$ cat config.mk
export PLATFORM = sky130hd
export DESIGN_NAME = hilo_unit_flat
export DESIGN_NICKNAME = d
export VERILOG_FILES = /design/src/rtl/muldiv_pkg.sv /design/src/rtl/hilo_unit_if.sv /design/src/rtl/mul_pipe.sv /design/src/rtl/hilo_unit.sv /design/src/flat_wrapper.sv
export SDC_FILE = /design/constraint.sdc
export NUM_CORES = 2
export LEC_CHECK = 0
export ABC_CLOCK_PERIOD_IN_PS = 19800
export BUFFER_PORTS_ARGS = -buffer_cell sky130_fd_sc_hd__buf_2
export CAP_MARGIN = 20
export CORE_ASPECT_RATIO = 2
export CORE_MARGIN = 2
export CORE_UTILIZATION = 68
export DETAILED_ROUTE_END_ITERATION = 10
export PLACE_DENSITY = 0.91
export SYNTH_ARGS = -nofsm -noshare
export SYNTH_HDL_FRONTEND = slang
export SYNTH_HIERARCHICAL = 1
export SYNTH_SLANG_ARGS = --single-unit
$ cat constraint.sdc
create_clock -name clk -period 19.8 [get_ports clk]
set_input_delay 2.97 -clock clk [delete_from_list [all_inputs] [get_ports clk]]
set_output_delay 2.97 -clock clk [all_outputs]
set_load 0.1 [all_outputs]
$ cat src/rtl/muldiv_pkg.sv
// ---- muldiv_pkg : HI/LO unit op codes, FSM states and decode helper -- rev 1.0 ----
`default_nettype none

package muldiv_pkg;

  localparam int OP_W = 4;

  typedef enum logic [OP_W-1:0] {
    OP_NONE  = 4'd0,
    OP_MULT  = 4'd1,
    OP_MULTU = 4'd2,
    OP_DIV   = 4'd3,
    OP_DIVU  = 4'd4,
    OP_MTHI  = 4'd5,
    OP_MTLO  = 4'd6,
    OP_MFHI  = 4'd7,
    OP_MFLO  = 4'd8
  } op_e;

  typedef enum logic [2:0] {
    ST_IDLE    = 3'd0,
    ST_DIV_RUN = 3'd1,
    ST_MUL_RUN = 3'd2,
    ST_DONE    = 3'd3,
    ST_DRAIN   = 3'd4
  } state_e;

  function automatic logic is_longop(input op_e op);
    return (op == OP_MULT) || (op == OP_MULTU) || (op == OP_DIV) || (op == OP_DIVU);
  endfunction

endpackage

`default_nettype wire

$ cat src/rtl/hilo_unit_if.sv
// ---- hilo_unit_if : start/clear handshake and operand/result bus to the iterative divider -- rev 1.0 ----
`default_nettype none

interface hilo_unit_if;
  logic [31:0] div_a;
  logic [31:0] div_b;
  logic        div_signed;
  logic        div_start;
  logic        div_clr;
  logic [63:0] div_result;
  logic        div_busy;

  modport master (
    output div_a, div_b, div_signed, div_start, div_clr,
    input  div_result, div_busy
  );

  modport slave (
    input  div_a, div_b, div_signed, div_start, div_clr,
    output div_result, div_busy
  );
endinterface

`default_nettype wire

$ cat src/rtl/mul_pipe.sv
// ---- mul_pipe : 33x33 signed multiplier, operand regs + (MUL_CYCLES-1) product stages -- rev 1.0 ----
`default_nettype none

module mul_pipe #(
  parameter int MUL_CYCLES = 2
) (
  input  logic        clk,
  input  logic        rst_n,
  input  logic        flush_i,
  input  logic        in_valid_i,
  input  logic        signed_i,
  input  logic [31:0] a_i,
  input  logic [31:0] b_i,
  output logic        out_valid_o,
  output logic [63:0] product_o
);

  logic [32:0] a_q;
  logic [32:0] b_q;
  logic        v_q;
  logic [63:0] w_prod;

  always_ff @(posedge clk or negedge rst_n) begin
    if (!rst_n) begin
      a_q <= '0;
      b_q <= '0;
      v_q <= 1'b0;
    end else begin
      v_q <= in_valid_i & ~flush_i;
      if (in_valid_i) begin
        a_q <= {signed_i & a_i[31], a_i};
        b_q <= {signed_i & b_i[31], b_i};
      end
    end
  end

  // Low 64 bits of a product are the same for signed and unsigned operands once sign-extended.
  assign w_prod = {{31{a_q[32]}}, a_q} * {{31{b_q[32]}}, b_q};

  generate
    if (MUL_CYCLES > 1) begin : g_pipe
      localparam int STAGES = MUL_CYCLES - 1;
      logic [63:0]       prod_q [STAGES];
      logic [STAGES-1:0] vld_q;

      always_ff @(posedge clk or negedge rst_n) begin
        if (!rst_n) begin
          vld_q <= '0;
          for (int i = 0; i < STAGES; i++) prod_q[i] <= '0;
        end else begin
          vld_q[0]  <= v_q & ~flush_i;
          prod_q[0] <= w_prod;
          for (int i = 1; i < STAGES; i++) begin
            vld_q[i]  <= vld_q[i-1] & ~flush_i;
            prod_q[i] <= prod_q[i-1];
          end
        end
      end

      assign out_valid_o = vld_q[STAGES-1];
      assign product_o   = prod_q[STAGES-1];
    end else begin : g_comb
      assign out_valid_o = v_q;
      assign product_o   = w_prod;
    end
  endgenerate

endmodule

`default_nettype wire

$ cat src/rtl/hilo_unit.sv
// ---- hilo_unit : EXE-stage HI/LO controller, sequences mul/div and stalls the pipe -- rev 1.0 ----
`default_nettype none

module hilo_unit
  import muldiv_pkg::*;
#(
  parameter int MUL_CYCLES = 2
) (
  input  logic              clk,
  input  logic              rst_n,
  input  logic              valid_i,
  input  logic [OP_W-1:0]   op_i,
  input  logic [31:0]       rs_i,
  input  logic [31:0]       rt_i,
  input  logic              ex_stall_i,
  input  logic              flush_i,
  hilo_unit_if.master       div_if,
  output logic              stall_req_o,
  output logic [31:0]       rd_val_o,
  output logic [31:0]       hi_o,
  output logic [31:0]       lo_o
);

  localparam int              CNT_W    = (MUL_CYCLES > 1) ? $clog2(MUL_CYCLES) : 1;
  localparam logic [CNT_W-1:0] CNT_LAST = CNT_W'(MUL_CYCLES - 1);

  state_e           state_q, state_d;
  logic [31:0]      hi_q, hi_d, lo_q, lo_d;
  logic [31:0]      div_a_q, div_a_d, div_b_q, div_b_d;
  logic             div_signed_q, div_signed_d;
  logic [CNT_W-1:0] cnt_q, cnt_d;

  op_e              w_op;
  logic             w_stall;
  logic             w_mul_start;
  logic             w_mul_valid;
  logic             w_mul_done;
  logic [63:0]      w_mul_product;

  // Invalid slots and unknown codes decode to OP_NONE.
  assign w_op = (valid_i && (op_i <= OP_W'(OP_MFLO))) ? op_e'(op_i) : OP_NONE;

  mul_pipe #(.MUL_CYCLES(MUL_CYCLES)) u_mul_pipe (
    .clk         (clk),
    .rst_n       (rst_n),
    .flush_i     (flush_i),
    .in_valid_i  (w_mul_start),
    .signed_i    (w_op == OP_MULT),
    .a_i         (rs_i),
    .b_i         (rt_i),
    .out_valid_o (w_mul_valid),
    .product_o   (w_mul_product)
  );

  assign w_mul_done = (cnt_q == CNT_LAST) && w_mul_valid;

  always_comb begin
    state_d      = state_q;
    hi_d         = hi_q;
    lo_d         = lo_q;
    div_a_d      = div_a_q;
    div_b_d      = div_b_q;
    div_signed_d = div_signed_q;
    cnt_d        = cnt_q;
    w_stall      = 1'b0;
    w_mul_start  = 1'b0;

    if (flush_i) begin
      state_d = ST_DRAIN;
    end else begin
      case (state_q)
        ST_IDLE: begin
          case (w_op)
            OP_DIV, OP_DIVU: begin
              div_a_d      = rs_i;
              div_b_d      = rt_i;
              div_signed_d = (w_op == OP_DIV);
              w_stall      = 1'b1;
              state_d      = ST_DIV_RUN;
            end
            OP_MULT, OP_MULTU: begin
              w_mul_start = 1'b1;
              w_stall     = 1'b1;
              cnt_d       = '0;
              state_d     = ST_MUL_RUN;
            end
            OP_MTHI: if (!ex_stall_i) hi_d = rs_i;
            OP_MTLO: if (!ex_stall_i) lo_d = rs_i;
            default: ;
          endcase
        end
        ST_DIV_RUN: begin
          if (div_if.div_busy) begin
            w_stall = 1'b1;
          end else begin
            {hi_d, lo_d} = div_if.div_result;
            // DONE only guards an instruction that stays in EXE; otherwise the next one is live.
            state_d = ex_stall_i ? ST_DONE : ST_IDLE;
          end
        end
        ST_MUL_RUN: begin
          if (w_mul_done) begin
            {hi_d, lo_d} = w_mul_product;
            state_d      = ex_stall_i ? ST_DONE : ST_IDLE;
          end else begin
            w_stall = 1'b1;
            cnt_d   = cnt_q + 1'b1;
          end
        end
        ST_DONE: begin
          if (!ex_stall_i) state_d = ST_IDLE;
        end
        ST_DRAIN: begin
          // Divider needs this cycle to leave its end state before a new start.
          w_stall = is_longop(w_op);
          state_d = ST_IDLE;
        end
        default: state_d = ST_IDLE;
      endcase
    end
  end

  always_ff @(posedge clk or negedge rst_n) begin
    if (!rst_n) begin
      state_q      <= ST_IDLE;
      hi_q         <= '0;
      lo_q         <= '0;
      div_a_q      <= '0;
      div_b_q      <= '0;
      div_signed_q <= 1'b0;
      cnt_q        <= '0;
    end else begin
      state_q      <= state_d;
      hi_q         <= hi_d;
      lo_q         <= lo_d;
      div_a_q      <= div_a_d;
      div_b_q      <= div_b_d;
      div_signed_q <= div_signed_d;
      cnt_q        <= cnt_d;
    end
  end

  assign div_if.div_a      = div_a_q;
  assign div_if.div_b      = div_b_q;
  assign div_if.div_signed = div_signed_q;
  assign div_if.div_start  = (state_q == ST_DIV_RUN) & ~flush_i;
  assign div_if.div_clr    = flush_i | (state_q == ST_DRAIN);

  assign stall_req_o = w_stall;
  assign rd_val_o    = (w_op == OP_MFHI) ? hi_q :
                       (w_op == OP_MFLO) ? lo_q : 32'd0;
  assign hi_o        = hi_q;
  assign lo_o        = lo_q;

endmodule

`default_nettype wire

$ cat src/flat_wrapper.sv
// flat-port wrapper written by rule: the top's interface ports become plain ports
module hilo_unit_flat import muldiv_pkg::*;
#(
  parameter int MUL_CYCLES = 2
)
  (clk, rst_n, valid_i, op_i, rs_i, rt_i, ex_stall_i, flush_i, stall_req_o, rd_val_o, hi_o, lo_o, div_if_div_a, div_if_div_b, div_if_div_signed, div_if_div_start, div_if_div_clr, div_if_div_result, div_if_div_busy);
  hilo_unit_if div_if_i ();
  input  logic clk;
  input  logic rst_n;
  input  logic valid_i;
  input  logic [OP_W-1:0] op_i;
  input  logic [31:0] rs_i;
  input  logic [31:0] rt_i;
  input  logic ex_stall_i;
  input  logic flush_i;
  output logic stall_req_o;
  output logic [31:0] rd_val_o;
  output logic [31:0] hi_o;
  output logic [31:0] lo_o;
  output wire logic [$bits(div_if_i.div_a)-1:0] div_if_div_a;
  output wire logic [$bits(div_if_i.div_b)-1:0] div_if_div_b;
  output wire logic [$bits(div_if_i.div_signed)-1:0] div_if_div_signed;
  output wire logic [$bits(div_if_i.div_start)-1:0] div_if_div_start;
  output wire logic [$bits(div_if_i.div_clr)-1:0] div_if_div_clr;
  input wire logic [$bits(div_if_i.div_result)-1:0] div_if_div_result;
  input wire logic [$bits(div_if_i.div_busy)-1:0] div_if_div_busy;
  assign div_if_div_a = div_if_i.div_a;
  assign div_if_div_b = div_if_i.div_b;
  assign div_if_div_signed = div_if_i.div_signed;
  assign div_if_div_start = div_if_i.div_start;
  assign div_if_div_clr = div_if_i.div_clr;
  assign div_if_i.div_result = div_if_div_result;
  assign div_if_i.div_busy = div_if_div_busy;
  hilo_unit #(.MUL_CYCLES(MUL_CYCLES)) u_core (.clk(clk), .rst_n(rst_n), .valid_i(valid_i), .op_i(op_i), .rs_i(rs_i), .rt_i(rt_i), .ex_stall_i(ex_stall_i), .flush_i(flush_i), .div_if(div_if_i), .stall_req_o(stall_req_o), .rd_val_o(rd_val_o), .hi_o(hi_o), .lo_o(lo_o));
endmodule
# == Word level (Yosys, flattened, before mapping) ==
# Index checks and enable logic that the tools add are counted.
# op_classes
n_addsub,1
multipliers,1
magnitude_cmp,1
n_eq_ne,23
mux,30
bitwise_logic,7
reduce_logical,16
# ops
operator,n
$mux 32,9
$pmux 32 s3,2
$mul 33x33->64,1
$eq 4x3->1 const B,4
$mux 3,4
$ne 2x2->1 const B,6
$pmux 3 s4,1
$reduce_and 6->1,2
$mux 1,9
$eq 4x2->1 const B,2
$reduce_and 4->1,2
$eq 3x2->1 const B,2
$ne 3x3->1 const B,2
$pmux 3 s2,1
$and 1x1->1,5
$eq 4x1->1 const B,1
$eq 4x4->1 const B,1
$le 4x4->1 const B,1
$mux 4,1
$ne 4x4->1 const B,1
$pmux 1 s4,1
$reduce_or 2->1,2
$reduce_or 4->1,1
$eq 3x1->1 const B,1
other kinds (14),17
# word_totals
ff_bits,265
inputBits,138
output_inout_bits,164
word_cells,91

# == Depth between registers and ports, before layout ==
# logic_depth
ltp_word,9
mapped_depth,29
depth_no_buf,26

# == By module ==
# Netlist, hierarchy kept.
# by_module_without_submodules
mod,instances,cells_per_inst,area_each_um2,seq_area_each_um2
mul_pipe,1,4346,42376.9,3303.2
hilo_unit,1,493,6538.8,3328.2

# == Worst setup path before layout ==
# No wires, ideal clock.
# synth_path
kind,input port to output port
start,in op_i[0]
end,out stall_req_o
arrival_time_ns,5.261
required_time_ns,16.830
slack_ns,11.569
stages,5
path_buffers,1
cell_sequence,clkbuf_1 > nor2_1 > xor2_1 > or2_2 > a21oi_1
# synth_between
elab_chain_len,9
elab_cells_between_ends,14
classes_between,1 x order compare; 4 x eq/ne; 4 x mux; 5 x reduce/logical
# synth_lines
item,line_no,text
"start, declared",flat_wrapper.sv:11,input logic [OP_W-1:0] op_i;
$le 4x4->1,hilo_unit.sv:41,assign w_op = (valid_i && (op_i <= OP_W'(OP_MFLO))) ? op_e'(op_i) : OP_NONE;
$logic_and 1x1->1,hilo_unit.sv:41,
$mux 4 *,hilo_unit.sv:41,
branches (longest 4 deep; another with $eq 4x1->1),--,
$pmux 1 s4 *,hilo_unit.sv:71,case (state_q)
$mux 1 *,hilo_unit.sv:68,if (flush_i) begin
"end, declared",flat_wrapper.sv:16,output logic stall_req_o;
# Every way passes the cells marked *.

# == Final worst setup path ==
# layout_path
start,reg u_core.u_mul_pipe.a_q[31]
end,reg u_core.u_mul_pipe.g_pipe.prod_q (netlist bit u_core/u_mul_pipe/product_o[63])
# layout_between
elab_chain_len,1
# layout_lines
item,line_no,text
"start, declared",mul_pipe.sv:18,logic [32:0] a_q;
"start signal, assigned",mul_pipe.sv:31,"a_q <= {signed_i & a_i[31], a_i};"
$mul 33x33->64,mul_pipe.sv:38,"assign w_prod = {{31{a_q[32]}}, a_q} * {{31{b_q[32]}}, b_q};"
via u_core.u_mul_pipe.w_prod[63],mul_pipe.sv:21,logic [63:0] w_prod;
"end signal, assigned by index",mul_pipe.sv:55,prod_q[i] <= prod_q[i-1];
"end, declared",mul_pipe.sv:43,logic [63:0] prod_q [STAGES];
# The timed path passes the listed nets, and every way through them passes these cells.
# A chain may end at the register's enable or synchronous reset.

==> results.yml <==
synth:
  synth-main-ff-cell: "dfrtp_1"
  syn_nets: 6314
  ys_seq_area_share_pct: 13.56
  synth-edff-count: 0
  yosys-top-cells-area: "fa_1 (46%), dfrtp_1 (14%), inv_1 (8.3%)"
  syn_inst: 4839
  ys_ff_latch: 265
  syn_area_sq_um: 48920
  avgSynthCellArea_sq_um: 10.11
  synth_cell_types: 87
  ys_warn_count: 6
  async_flop_share_pct: 100.0
  yosys.area.top_type_share_pct: 46.04
  yosys.area.top_type: "fa_1"
global_route:
  grt_pass1_wl_mm: 241.8
  antenna_found_initial: 9
  overflow: 0
  grt_pass1_vias: 42660
  grt_max_degree: 94
  grt_use_total_pct: 44.37
hold_path:
  hp-class: "flop to flop"
worst_setup_path:
  crit_path_end_kind: "flop"
  critPathSlowestCell: "dfrtp_1"
  slowest_delay_ns: 1.08
  worstPathCellList: "nand2_1 -> fa_1 -> fa_1 -> inv_1 -> fa_1 -> inv_1 -> fa_1 -> inv_1 -> fa_1 -> fa_1 -> fa_1 -> inv_1 -> fa_1 -> inv_1 -> ha_1 -> a21o_1 -> o21bai_1 -> a211oi_1 -> o21bai_1 -> a21oi_1 -> a31oi_1 -> o21a_1 -> or4b_1 -> a32o_1"
  cp_num_buf_inv: 5
  crit_required_ns: 20.27
  arrival_ns: 9.64
  start_kind: "flop"
  crit_family: "adder cells"
  worstSetupPathType: "flop to flop"
  crit_fanout: 16
  cpMostUsedCell: "fa_1"
sta:
  fin_crit_ns: 9.171
  final-max-slew-violation-count: 0
  setup_tns_ns: 0
  fin_crit_sh_pct: 46.32
  fmax_mhz: 109.0
  rsz0062_at_grt: "false"
  setup_viol: 0
  hold_violations: 0
  slew_headroom_pct: 21.13
  worst_pin_slew_ns: 1.183
  skew_ns: 0.05032
clock_tree:
  cts_buffers: 23
  cts.path.max_buffers: 3
  post-cts-setup-buffers: 0
  cts.hold.buffers_added: 0
  clock_latency_ns: 0.62
  clk_pin_slew_ns: 0.07
  cts_root_buffer: "clkbuf_16"
  htree_levels: 1
  tritoncts: "built"
  clkSinkCount: 265
  ctsResizeCount: 0
floorplan:
  fp.coreArea_sq_um: 71480
  die_area_sq_um: 74230
  start_util_pct: 68.43
  die_x_microns: 193.7
  die_h_microns: 383.3
  pin_count: 302
  rows: 139
routing:
  drc: 0
  drtPass1Iterations: 6
  wl_per_cell_microns: 27.00
  drtIter0Drc: 3218
  wl_mm: 159.3
  vias: 37500
  viasPerCell: 6.358
  drtAntennaViolNets: 0
finish:
  areaGrowthSynthToFinish_pct: 5.947
  regArea_sq_um: 6638
  multi_input_area_sq_um: 37120
  drive_above_1_share_pct: 12.75
  nFillCells: 4779
  nets: 6432
job:
  maxCapViolCount: 0
place:
  portBuffers: 301
  gp_congestion: 1.063
  dp_hpwl_mm: 120.3
outcome:
  outcome: "complete, no violations"
==> final timing paths <==
kind	slack [ns]	to	cells after the start	start
hold reg to reg	0.50	u_core/div_if.div_a[6]	1	u_core/div_if.div_a[6]
setup / recovery	10.63	u_core/u_mul_pipe/product_o[63]	24	u_core/u_mul_pipe/a_q[31]
hold / removal	0.50	u_core/div_if.div_a[6]	1	u_core/div_if.div_a[6]
setup reg to reg	10.63	u_core/u_mul_pipe/product_o[63]	24	u_core/u_mul_pipe/a_q[31]
min in group asynchronous	2.41	u_core/div_if.div_signed	1	rst_n
max in group asynchronous	15.26	u_core/u_mul_pipe/b_q[19]	3	rst_n
==> stage by stage <==
stage	instances	hold slack, ns	area (sq um)	utilization [%]	worst slack (ns)
after global placement	5848	0.4481	51030	71.38	11.06
after detailed placement	5848	0.4618	51030	71.38	10.91
after global routing	5892	0.5066	51810	72.48	10.42
after CTS	5889	0.5017	51800	72.47	10.84
after floorplan	4839	0.4385	48920	-	11.57
final	5898	0.4999	51820	72.50	10.63
==> kinds of logic after synthesis <==
kind of cell | synth area share [%]
AND/OR/NAND/NOR | 13.53
buffers and inverters | 10.62
AO/OA/AOI/OAI | 4.950
adder cells (fa/ha/maj) | 51.46
flip-flops | 13.56
XOR/XNOR | 1.432
multiplexers | 4.440
==> layout by cell type (no fill, tap or decap), types with 5 or more instances in the layout <==
master and count:
o21a_1 9, a21o_1 29, clkbuf_8 5, dfrtp_1 260, nor2_1 61, clkbuf_16 23, a21oi_1 66, xor2_1 24
buf_2 300, a211oi_1 6, nor3_1 12, inv_1 1081, ha_1 212, a221o_1 65, dfrtp_2 5, and3_1 35
diode_2 9, and2_1 550, nand4_1 15, or3_1 5, a31oi_1 7, nand2_1 546, a22o_1 34, xnor2_1 56
mux2_1 6, o21bai_1 11, fa_1 1125, and4_1 6, nor2b_1 8, o21ai_0 28, nand3_1 10, mux2_2 186
nand2b_1 16, buf_4 73
==> layout make-up <==
| cell class | instances | area share [%] |
|---|---|---|
| flip-flops and latches | 265 | 12.81 |
| clock buffers | 32 | 1.272 |
| diodes | 9 | 0.04346 |
| multi-input cells | 3211 | 71.62 |
| repair buffers | 374 | 3.984 |
| well taps | 916 | 2.211 |
| inverters | 1082 | 7.837 |
| clock inverters | 9 | 0.2269 |
==> registers in the layout (all words and copies together), names as in the netlist, 3 cells and up <==
name / flops
u_core/lo_o: 32
u_core/u_mul_pipe/a_q: 33
u_core/div_if.div_b: 32
u_core/hi_o: 32
u_core/u_mul_pipe/product_o: 64
u_core/div_if.div_a: 32
u_core/state_q: 3
u_core/u_mul_pipe/b_q: 33
==> synth_stat cells, types with 4 or more instances <==
master,count
mux2_1,6
dfrtp_1,265
nor2_1,63
nor3_1,12
o21bai_1,11
nand3_1,10
buf_1,4
a22o_1,34
mux2_2,186
a31oi_1,7
inv_1,1081
a21o_1,29
nor2b_1,8
o211ai_1,4
xor2_1,24
nand2b_1,16
buf_6,10
a21oi_1,66
and2_1,550
nand2_1,547
o21ai_1,4
ha_1,212
and4_1,6
nand4_1,15
o21a_1,9
and3_1,35
a211oi_1,6
o21ai_0,28
xnor2_1,56
or3_1,5
a221o_1,65
fa_1,1125
clkbuf_1,265
==> layer usage <==
metal | global-route usage (%) | vias up | part of all wire (%)
met3 | 11.01 | 1363 | 9.9
met1 | 42.43 | 18730 | 27
met2 | 74.03 | 2817 | 49
met5 | 0 | - | 0.016
met4 | 48.69 | 4 | 14
li1 | - | 14580 | -
Power is left out: the tool's default activity adds up to more than one toggle a clock period on the data nets, which glitch-free logic cannot reach.
